==> src/rtl/imm_extend_pipe.sv <==
// ---------------------------------------------------------------------------
// imm_extend_pipe
//   Registered immediate extension unit for the multicycle MIPS datapath.
//   It supports zero extension, sign extension, LUI placement, branch offset
//   and jump offset. The extension is computed when an immediate is accepted.
//   The {err, data} result is then held in a two-entry valid/ready buffer, so
//   the producer (ID) and the consumer (EX) can stall independently.
//
// Parameters
//   IN_W      immediate input width
//   OUT_W     extended output width, must be >= 2*IN_W
//   SHIFT_BR  left shift applied in the BRANCH and JUMP modes
//
// Ports
//   clk              rising-edge clock
//   rst              asynchronous reset, active-high
//   flush            synchronous flush, empties the buffer
//   in_valid         an immediate is presented
//   in_ready         unit can accept an immediate (registered)
//   immediate_value  raw immediate
//   extend_mode      0 ZERO, 1 SIGN, 2 LUI, 3 BRANCH, 4 JUMP, 5-7 illegal
//   out_valid        head entry is valid (registered)
//   out_ready        consumer accepts the head entry
//   extended_imm     extended result of the head entry (registered)
//   out_err          head entry carried an illegal mode (registered)
// ---------------------------------------------------------------------------
module imm_extend_pipe #(
    parameter int IN_W     = 16,
    parameter int OUT_W    = 32,
    parameter int SHIFT_BR = 2
) (
    input  logic             clk,
    input  logic             rst,
    input  logic             flush,
    input  logic             in_valid,
    output logic             in_ready,
    input  logic [IN_W-1:0]  immediate_value,
    input  logic [2:0]       extend_mode,
    output logic             out_valid,
    input  logic             out_ready,
    output logic [OUT_W-1:0] extended_imm,
    output logic             out_err
);

    generate
        if (OUT_W < 2 * IN_W) begin : g_width_check
            $error("imm_extend_pipe: OUT_W must be >= 2*IN_W");
        end
    endgenerate

    localparam logic [1:0] ST_EMPTY = 2'd0;
    localparam logic [1:0] ST_ONE   = 2'd1;
    localparam logic [1:0] ST_TWO   = 2'd2;

    localparam logic [2:0] MODE_ZERO   = 3'd0;
    localparam logic [2:0] MODE_SIGN   = 3'd1;
    localparam logic [2:0] MODE_LUI    = 3'd2;
    localparam logic [2:0] MODE_BRANCH = 3'd3;
    localparam logic [2:0] MODE_JUMP   = 3'd4;

    // Returns {err, data}. Illegal modes give zero data with err set.
    function automatic logic [OUT_W:0] extend(input logic [IN_W-1:0] imm,
                                              input logic [2:0]      mode);
        logic [OUT_W-1:0] zext;
        logic [OUT_W-1:0] sext;
        zext = {{(OUT_W-IN_W){1'b0}}, imm};
        sext = {{(OUT_W-IN_W){imm[IN_W-1]}}, imm};
        case (mode)
            MODE_ZERO:   extend = {1'b0, zext};
            MODE_SIGN:   extend = {1'b0, sext};
            MODE_LUI:    extend = {1'b0, zext << (OUT_W - IN_W)};
            MODE_BRANCH: extend = {1'b0, sext << SHIFT_BR};
            MODE_JUMP:   extend = {1'b0, zext << SHIFT_BR};
            default:     extend = {1'b1, {OUT_W{1'b0}}};
        endcase
    endfunction

    logic [1:0]     state_r;
    logic [1:0]     state_nx_s;
    logic           in_ready_r;
    logic           out_valid_r;
    logic [OUT_W:0] head_r;
    logic [OUT_W:0] skid_r;
    logic [OUT_W:0] head_nx_s;
    logic [OUT_W:0] ext_s;
    logic           head_load_s;
    logic           skid_load_s;
    logic           accept_s;
    logic           pop_s;

    assign ext_s    = extend(immediate_value, extend_mode);
    // in_valid is ignored while in_ready is low; the producer holds its data.
    assign accept_s = in_valid & in_ready_r;
    assign pop_s    = out_valid_r & out_ready;

    // Buffer next-state and entry-load decisions. Flush overrides any handshake.
    always_comb begin
        state_nx_s  = state_r;
        head_nx_s   = ext_s;
        head_load_s = 1'b0;
        skid_load_s = 1'b0;
        if (flush) begin
            state_nx_s = ST_EMPTY;
        end else begin
            case (state_r)
                ST_EMPTY: begin
                    if (accept_s) begin
                        state_nx_s  = ST_ONE;
                        head_load_s = 1'b1;
                    end else begin
                        state_nx_s = ST_EMPTY;
                    end
                end
                ST_ONE: begin
                    if (accept_s && !pop_s) begin
                        state_nx_s  = ST_TWO;
                        skid_load_s = 1'b1;
                    end else if (accept_s && pop_s) begin
                        // Pass-through: the new entry replaces the departing head.
                        state_nx_s  = ST_ONE;
                        head_load_s = 1'b1;
                    end else if (pop_s) begin
                        state_nx_s = ST_EMPTY;
                    end else begin
                        state_nx_s = ST_ONE;
                    end
                end
                ST_TWO: begin
                    // in_ready is low here, so no accept can occur.
                    if (pop_s) begin
                        state_nx_s  = ST_ONE;
                        head_nx_s   = skid_r;
                        head_load_s = 1'b1;
                    end else begin
                        state_nx_s = ST_TWO;
                    end
                end
                default: begin
                    state_nx_s = ST_EMPTY;
                end
            endcase
        end
    end

    // State, handshake flags and buffer entries.
    always_ff @(posedge clk or posedge rst) begin
        if (rst) begin
            state_r     <= ST_EMPTY;
            in_ready_r  <= 1'b1;
            out_valid_r <= 1'b0;
            head_r      <= {(OUT_W+1){1'b0}};
            skid_r      <= {(OUT_W+1){1'b0}};
        end else begin
            state_r     <= state_nx_s;
            in_ready_r  <= (state_nx_s != ST_TWO);
            out_valid_r <= (state_nx_s != ST_EMPTY);
            if (head_load_s) begin
                head_r <= head_nx_s;
            end
            if (skid_load_s) begin
                skid_r <= ext_s;
            end
        end
    end

    assign in_ready     = in_ready_r;
    assign out_valid    = out_valid_r;
    assign extended_imm = head_r[OUT_W-1:0];
    assign out_err      = head_r[OUT_W];

endmodule

==> config.mk <==
export PLATFORM = sky130hd
export DESIGN_NAME = imm_extend_pipe
export DESIGN_NICKNAME = d
export VERILOG_FILES = /design/src/rtl/imm_extend_pipe.sv
export SDC_FILE = /design/constraint.sdc
export NUM_CORES = 1
export LEC_CHECK = 0
export BUFFER_PORTS_ARGS = -buffer_cell sky130_fd_sc_hd__buf_2
export CAP_MARGIN = 20
export CORE_MARGIN = 1
export CORE_UTILIZATION = 60
export CTS_BUF_LIST = sky130_fd_sc_hd__clkbuf_8
export DETAILED_ROUTE_END_ITERATION = 6
export GPL_TIMING_DRIVEN = 0
export PLACE_DENSITY = 0.84
export SKIP_LAST_GASP = 1
export SLEW_MARGIN = 10
export SYNTH_ARGS = -nofsm -noshare
export SYNTH_HDL_FRONTEND = slang
export SYNTH_SLANG_ARGS = --single-unit
==> constraint.sdc <==
create_clock -name clk -period 6.7 [get_ports clk]
set_input_delay 1.34 -clock clk [delete_from_list [all_inputs] [get_ports clk]]
set_output_delay 1.34 -clock clk [all_outputs]
set_load 0.02 [all_outputs]
==> out/results.txt, run 1 <==
Setup TNS -> 0 ns
Peak per-stage delay on the critical path -> 0.46 ns
Clk sinks -> 70
Share of cells above drive strength 1 -> 0.281
Starting Density -> 0.629
Post-CTS resize count -> 0
Critical path peak fanout -> 10
Dpl hpwl -> 6.00 mm
Post-synth EDFFs -> 0
#FFs+latches synth -> 70
Max-slew violation count -> 0
Post-CTS Setup Bufs -> 0
Chip Width -> 78.5 um
Peak supply drop -> 0.158 mV
Vias -> 2956
Grt total ovfl -> 0
YS warnings -> 0
GPL Wtd Cong -> 0.916
Initial antenna violation count -> 0
Layout Cells excl Fill -> 489
Worst Skew -> 0.00811 ns
Die area -> 6160 um2
CTS hold repair buffers -> 0
Htree depth -> 3
Hold Path Class -> reg2reg
Yosys cell types -> 42
Buffers added on ports -> 57
Seq/Total Area, Yosys -> 0.500
Max Clk Rate -> 0.387 GHz
Total track usage -> 0.306
Largest net degree at the start of global routing -> 41
Final ANT Viol Nets -> 0
Hold WS -> 0.483 ns
Yosys top cell by area -> dfrtp_1
Number of DRC markers in iteration 0 -> 285
First-pass GRT wire length -> 13.9 mm
Period minus WS final -> 2.59 ns
DRC -> 0
Die Span Y -> 78.5 um
Critical path capture point type -> register
Dpl ws -> 3.79 ns
Mean post-synth cell area -> 10.2 um2
Worst relative slew slack -> 0.631
Final setup violation count -> 0
CP arrival -> 2.85 ns
Ant diodes -> 0
Setup crit start kind -> input port
Area of the core -> 5570 um2
RSZ-0062 raised after global routing -> no
Maximum buffer depth of the clock tree -> 2
Area Growth Syn to Fin -> 16.7%
Top_reg_cell synth -> dfrtp_1
Area contributors post-synth -> dfrtp_1 (49%), nand2_1 (7.2%), o21ai_0 (4.9%), mux2_4 (3.9%), a21oi_1 (3.3%)
WL final -> 8.72 mm
Worst skew pair latency -> 0.35 ns
Max stage delay cell, worst path -> clkbuf_1
Outcome -> completed
Post-Synthesis Net Count -> 369
Final worst path period share -> 0.386
CP cell instances -> buf_2, and2_1, ha_1, nand3_1, clkbuf_1, nand2_1, o21ai_0
First-pass detailed-route iteration total -> 5
Mean routed wirelength per cell -> 17.8 um
Power density cells -> 312 nW/um2
Worst Path Required -> 6.96 ns
Fill count -> 431
Vias in the first global route -> 2800
Placed Instances -> 473
Slew @ Worst Pin -> 0.548 ns
Final hold viol count -> 0
Fin nets -> 438
Post-Syn Area -> 3510 um2
WP buf/inv -> 2
Share of the synthesized area in the top cell type -> 0.492
Max-cap violations -> 0
TritonCTS Buffers -> 9
Clock root buffer master -> clkbuf_8
CTS tree -> built
Setup ws final -> 4.11 ns
Vias per cell -> 6.04
Asr flop ratio synth -> 1.00
Top Ports -> 59
Delay-heaviest family, CP -> simple AND/OR/NAND/NOR gates
Worst-path clk slew -> 0.08 ns
Leakage -> 1.88 nW
Floorplan row count -> 27
CP Class -> in2reg
Cell count after synthesis -> 343
## placed cells by master (no fill, tap or decap), types with 12 or more instances in the layout
cell type,netlist,final
o21a_1,12,12
a22oi_1,13,13
dfrtp_1,69,69
nand2_1,67,67
buf_2,7,64
o211ai_1,13,13
a21oi_1,23,23
o31ai_1,13,13
o21ai_0,34,34
## path summary, 6_finish.rpt
| path | startpoint | end | slack, ns | cells after the start |
|---|---|---|---|---|
| max in group asynchronous | rst | head_r[17] | 5.17 | 3 |
| min reg2reg | skid_r[16] | skid_r[16] | 0.48 | 2 |
| min | skid_r[16] | skid_r[16] | 0.48 | 2 |
| max reg2reg | in_ready | head_r[7] | 4.69 | 6 |
| min in group asynchronous | rst | head_r[10] | 0.98 | 2 |
| max | in_valid | skid_r[7] | 4.11 | 7 |
## cells in the mapped netlist, types with 4 or more instances
cell type and instances:
mux2_2 4, clkbuf_1 5, inv_1 6, nand2_1 67, a21oi_1 23, nand3_1 4
a22oi_1 13, mux2_4 9, a2bb2oi_1 4, o21a_1 12, dfrtp_1 69, o21ai_0 34
o31ai_1 13, buf_2 7, o211ai_1 13, nor2_1 9, buf_6 9
## routing by layer
layer | track usage | part of all wire | wire, um | up-vias
met5 | 0 | 0 | 0 | -
met4 | 0.133 | 0.025 | 216 | 0
met3 | 0.0640 | 0.074 | 644 | 27
met2 | 0.481 | 0.47 | 4090 | 145
met1 | 0.410 | 0.43 | 3770 | 1412
li1 | - | - | - | 1372
## layout make-up
cell class / count / area, um2 / share of cell area
timing repair buffer: 58 / 305 / 0.0746
inverter: 6 / 25.0 / 0.00611
buffer: 26 / 203 / 0.0495
clock inverter: 7 / 65.1 / 0.0159
sequential: 70 / 1750 / 0.428
clock buffer: 9 / 124 / 0.0303
tap: 72 / 90.1 / 0.0220
multi-input combinational: 241 / 1530 / 0.373
## report_power, final
group	leakage, nW	switching (mW)	internal (mW)	total (mW)
Clock	0.0948	0.164	0.169	0.333
Sequential	0.890	0.0613	0.534	0.596
Combinational	0.893	0.204	0.144	0.348
## worst min-delay path, delay by kind of cell, from the launching register on
kind / cells / cell delay (ns)
flip-flops: 1 / 0.35
AO/OA/AOI/OAI: 1 / 0.06
AND/OR/NAND/NOR: 1 / 0.05
## kinds of logic (layout without fill, tap and decap cells)
family | after synthesis | in the layout | synth area share
simple gates | 102 | 102 | 0.148
compound gates | 124 | 124 | 0.229
fa+ha+maj | 2 | 2 | 0.00713
mux | 13 | 13 | 0.0514
buf+inv | 32 | 106 | 0.0642
flops | 70 | 70 | 0.500
## flip-flops by register name, summed over array words and instances (netlist names)
signal,cells
out_valid,1
state_r,2
in_ready,1
head_r,33
skid_r,33
## metrics by stage
stage | util | cell area (um2) | total power [mW]
2_1_floorplan | - | 3510 | 0.830
3_3_place_gp | 0.697 | 3880 | 0.930
3_5_place_dp | 0.701 | 3910 | 0.946
4_1_cts | 0.734 | 4090 | 1.28
5_1_grt | 0.734 | 4090 | 1.34
6_report | 0.734 | 4090 | 1.28
(Power assumes the default switching activity.)
==> run 2: changes to the inputs <==
CORE_UTILIZATION = 53   (was 60)
PLACE_DENSITY = 0.79   (was 0.84)
clock period = 2.2 ns   (was 6.7 ns; I/O delays follow)
==> run 2 against run 1 <==
Sequential cell count unchanged. Sequential power rose to 3.0 times the previous value. Register-to-register slack worse by 4.5 ns. First-iteration DRC count down 16%. Die area up 13%. Combinational power rose to 3.0 times the previous value. Wire length down 1.4%. Utilization down 8.5 points. Setup slack worse by 4.0 ns. Largest power group unchanged.
==> out/results.txt, run 2 (synthesis gave the netlist of run 1 again) <==
Htree depth -> 3 (unchanged)
Hold Path Class -> in2async (was reg2reg)
Clk sinks -> 70 (unchanged)
Post-CTS resize count -> 0 (unchanged)
Area Growth Syn to Fin -> 18.2% (was 16.7%)
Ant diodes -> 0 (unchanged)
Peak supply drop -> 0.552 mV (was 0.158 mV)
Int Power -> 2.77 mW (was 0.847 mW)
Vias in the first global route -> 2918 (was 2800)
Worst relative slew slack -> 0.503 (was 0.631)
Max Clk Rate -> 0.489 GHz
RSZ-0062 raised after global routing -> no (unchanged)
Share of cells above drive strength 1 -> 0.281 (unchanged)
Period minus WS final -> 2.05 ns
Fin nets -> 438 (unchanged)
Top Ports -> 59 (unchanged)
DRC -> 0 (unchanged)
GPL Wtd Cong -> 0.944 (was 0.916)
Starting Density -> 0.549 (was 0.629)
Floorplan row count -> 29 (was 27)
Final ANT Viol Nets -> 0 (unchanged)
Vias per cell -> 5.96 (was 6.04)
Layout Cells excl Fill -> 494 (was 489)
Chip Width -> 83.3 um (was 78.5 um)
Net Sw Power -> 1.30 mW (was 0.429 mW)
Top flop regs -> head_r (33), skid_r (33), state_r (2) (unchanged)
Setup crit start kind -> register (was input port)
Die Span Y -> 83.3 um (was 78.5 um)
Total track usage -> 0.270 (was 0.306)
Maximum buffer depth of the clock tree -> 2 (unchanged)
CTS hold repair buffers -> 0 (unchanged)
Total power -> 4.06 mW (was 1.28 mW)
Worst-path clk slew -> 0.08 ns (about the same)
TritonCTS Buffers -> 9 (unchanged)
Max-cap violations -> 0 (unchanged)
Setup ws final -> 0.155 ns (was 4.11 ns)
Setup TNS -> 0 ns (unchanged)
Vias -> 2945 (was 2956)
Grt total ovfl -> 0 (unchanged)
CP Class -> reg2reg (was in2reg)
Most frequent cells in the layout -> dfrtp_1 (69), nand2_1 (67), buf_2 (64) (unchanged)
Flop pwr share -> 0.445 (was 0.467)
Post-CTS Setup Bufs -> 0 (unchanged)
First-pass detailed-route iteration total -> 5 (unchanged)
Area of the core -> 6390 um2 (was 5570 um2)
Final setup violation count -> 0 (unchanged)
Gate power share -> 0.258 (was 0.272)
CP arrival -> 2.29 ns (was 2.85 ns)
Die area -> 6950 um2 (was 6160 um2)
Power density cells -> 980 nW/um2 (was 312 nW/um2)
First-pass GRT wire length -> 14.4 mm (was 13.9 mm)
Outcome -> completed (unchanged)
Final worst path period share -> 0.930
CTS tree -> built (unchanged)
Worst Path Required -> 2.44 ns (was 6.96 ns)
Initial antenna violation count -> 0 (unchanged)
Worst skew pair latency -> 0.36 ns (was 0.35 ns)
Placed Instances -> 478 (was 473)
Clk pwr share -> 0.297 (was 0.261)
Slew @ Worst Pin -> 0.744 ns (was 0.548 ns)
Mean routed wirelength per cell -> 17.4 um (was 17.8 um)
Dpl ws -> 0.132 ns (was 3.79 ns)
Critical path peak fanout -> 10 (unchanged)
Worst Skew -> 0.00892 ns (was 0.00811 ns)
Leakage -> 1.89 nW (was 1.88 nW)
Final hold viol count -> 0 (unchanged)
Switching share of power -> 0.319 (was 0.336)
Max-slew violation count -> 0 (unchanged)
Number of DRC markers in iteration 0 -> 238 (was 285)
WL final -> 8.60 mm (was 8.72 mm)
Clock root buffer master -> clkbuf_8 (unchanged)
Largest net degree at the start of global routing -> 39 (was 41)
Dpl hpwl -> 6.10 mm (was 6.00 mm)
Critical path capture point type -> register (unchanged)
Buffers added on ports -> 57 (unchanged)
Commonest non-fill, non-tap cell in the layout -> dfrtp_1 (unchanged)
Final core occ -> 0.649 (was 0.734)
-- run 2: changes by cell type in the layout (fill, tap and decap cells not counted), sizes merged --
cell	before	now
clkinv	4	2
bufinv	1	2
inv	6	5
clkbuf	15	17
-- run 2: metal layers --
layer	share of wire	global-route usage	vias up
met4	0.031	0.138	0
met3	0.071	0.0567	25
met2	0.47	0.423	123
li1	-	-	1362
met5	0	0	-
met1	0.43	0.355	1435
-- run 2: critical path, cell delays in order (launching register included) --
cell,delay (ns)
dfstp_2,0.57
and2_1,0.16
ha_1,0.16
nand3b_1,0.14
a31oi_4,0.40
buf_12,0.20
mux2_4,0.30
-- run 2: area by class of cell --
class | instances | area (um2)
Fill cell | 538 | 2240
Sequential cell | 70 | 1750
Timing Repair Buffer | 58 | 305
Inverter | 6 | 26.3
Clock inverter | 5 | 81.3
Clock buffer | 11 | 151
Tap cell | 77 | 96.3
Buffer | 26 | 203
Multi-Input combinational cell | 241 | 1530
-- run 2: power groups by stage --
stage	clock [mW]	sequential, mW	combinational [mW]
3_3_place_gp	0	1.81	1.02
2_1_floorplan	0	2.03	0.503
5_1_grt	1.27	1.85	1.14
6_report	1.21	1.81	1.05
4_1_cts	1.22	1.81	1.06
3_5_place_dp	0	1.83	1.05
-- run 2: through the flow --
step | hold slack [ns] | instance area [um2]
2_1_floorplan | 0.446 | 3510
5_1_grt | 0.270 | 4150
3_3_place_gp | 0.462 | 3890
3_5_place_dp | 0.469 | 3910
4_1_cts | 0.224 | 4150
6_report | 0.198 | 4150
-- run 2: worst paths after layout --
check                                         from    endpoint  slack, ns  depth (start not counted)
worst max register to register            in_ready   head_r[6]       0.15                          6
max in group asynchronous                      rst  skid_r[30]       1.38                          3
worst max-delay path                      in_ready   head_r[6]       0.15                          6
worst min register to register          skid_r[19]  skid_r[19]       0.48                          2
min in group clk                immediate_value[1]   skid_r[1]       0.36                          3
worst min-delay path                           rst   head_r[5]       0.20                          2
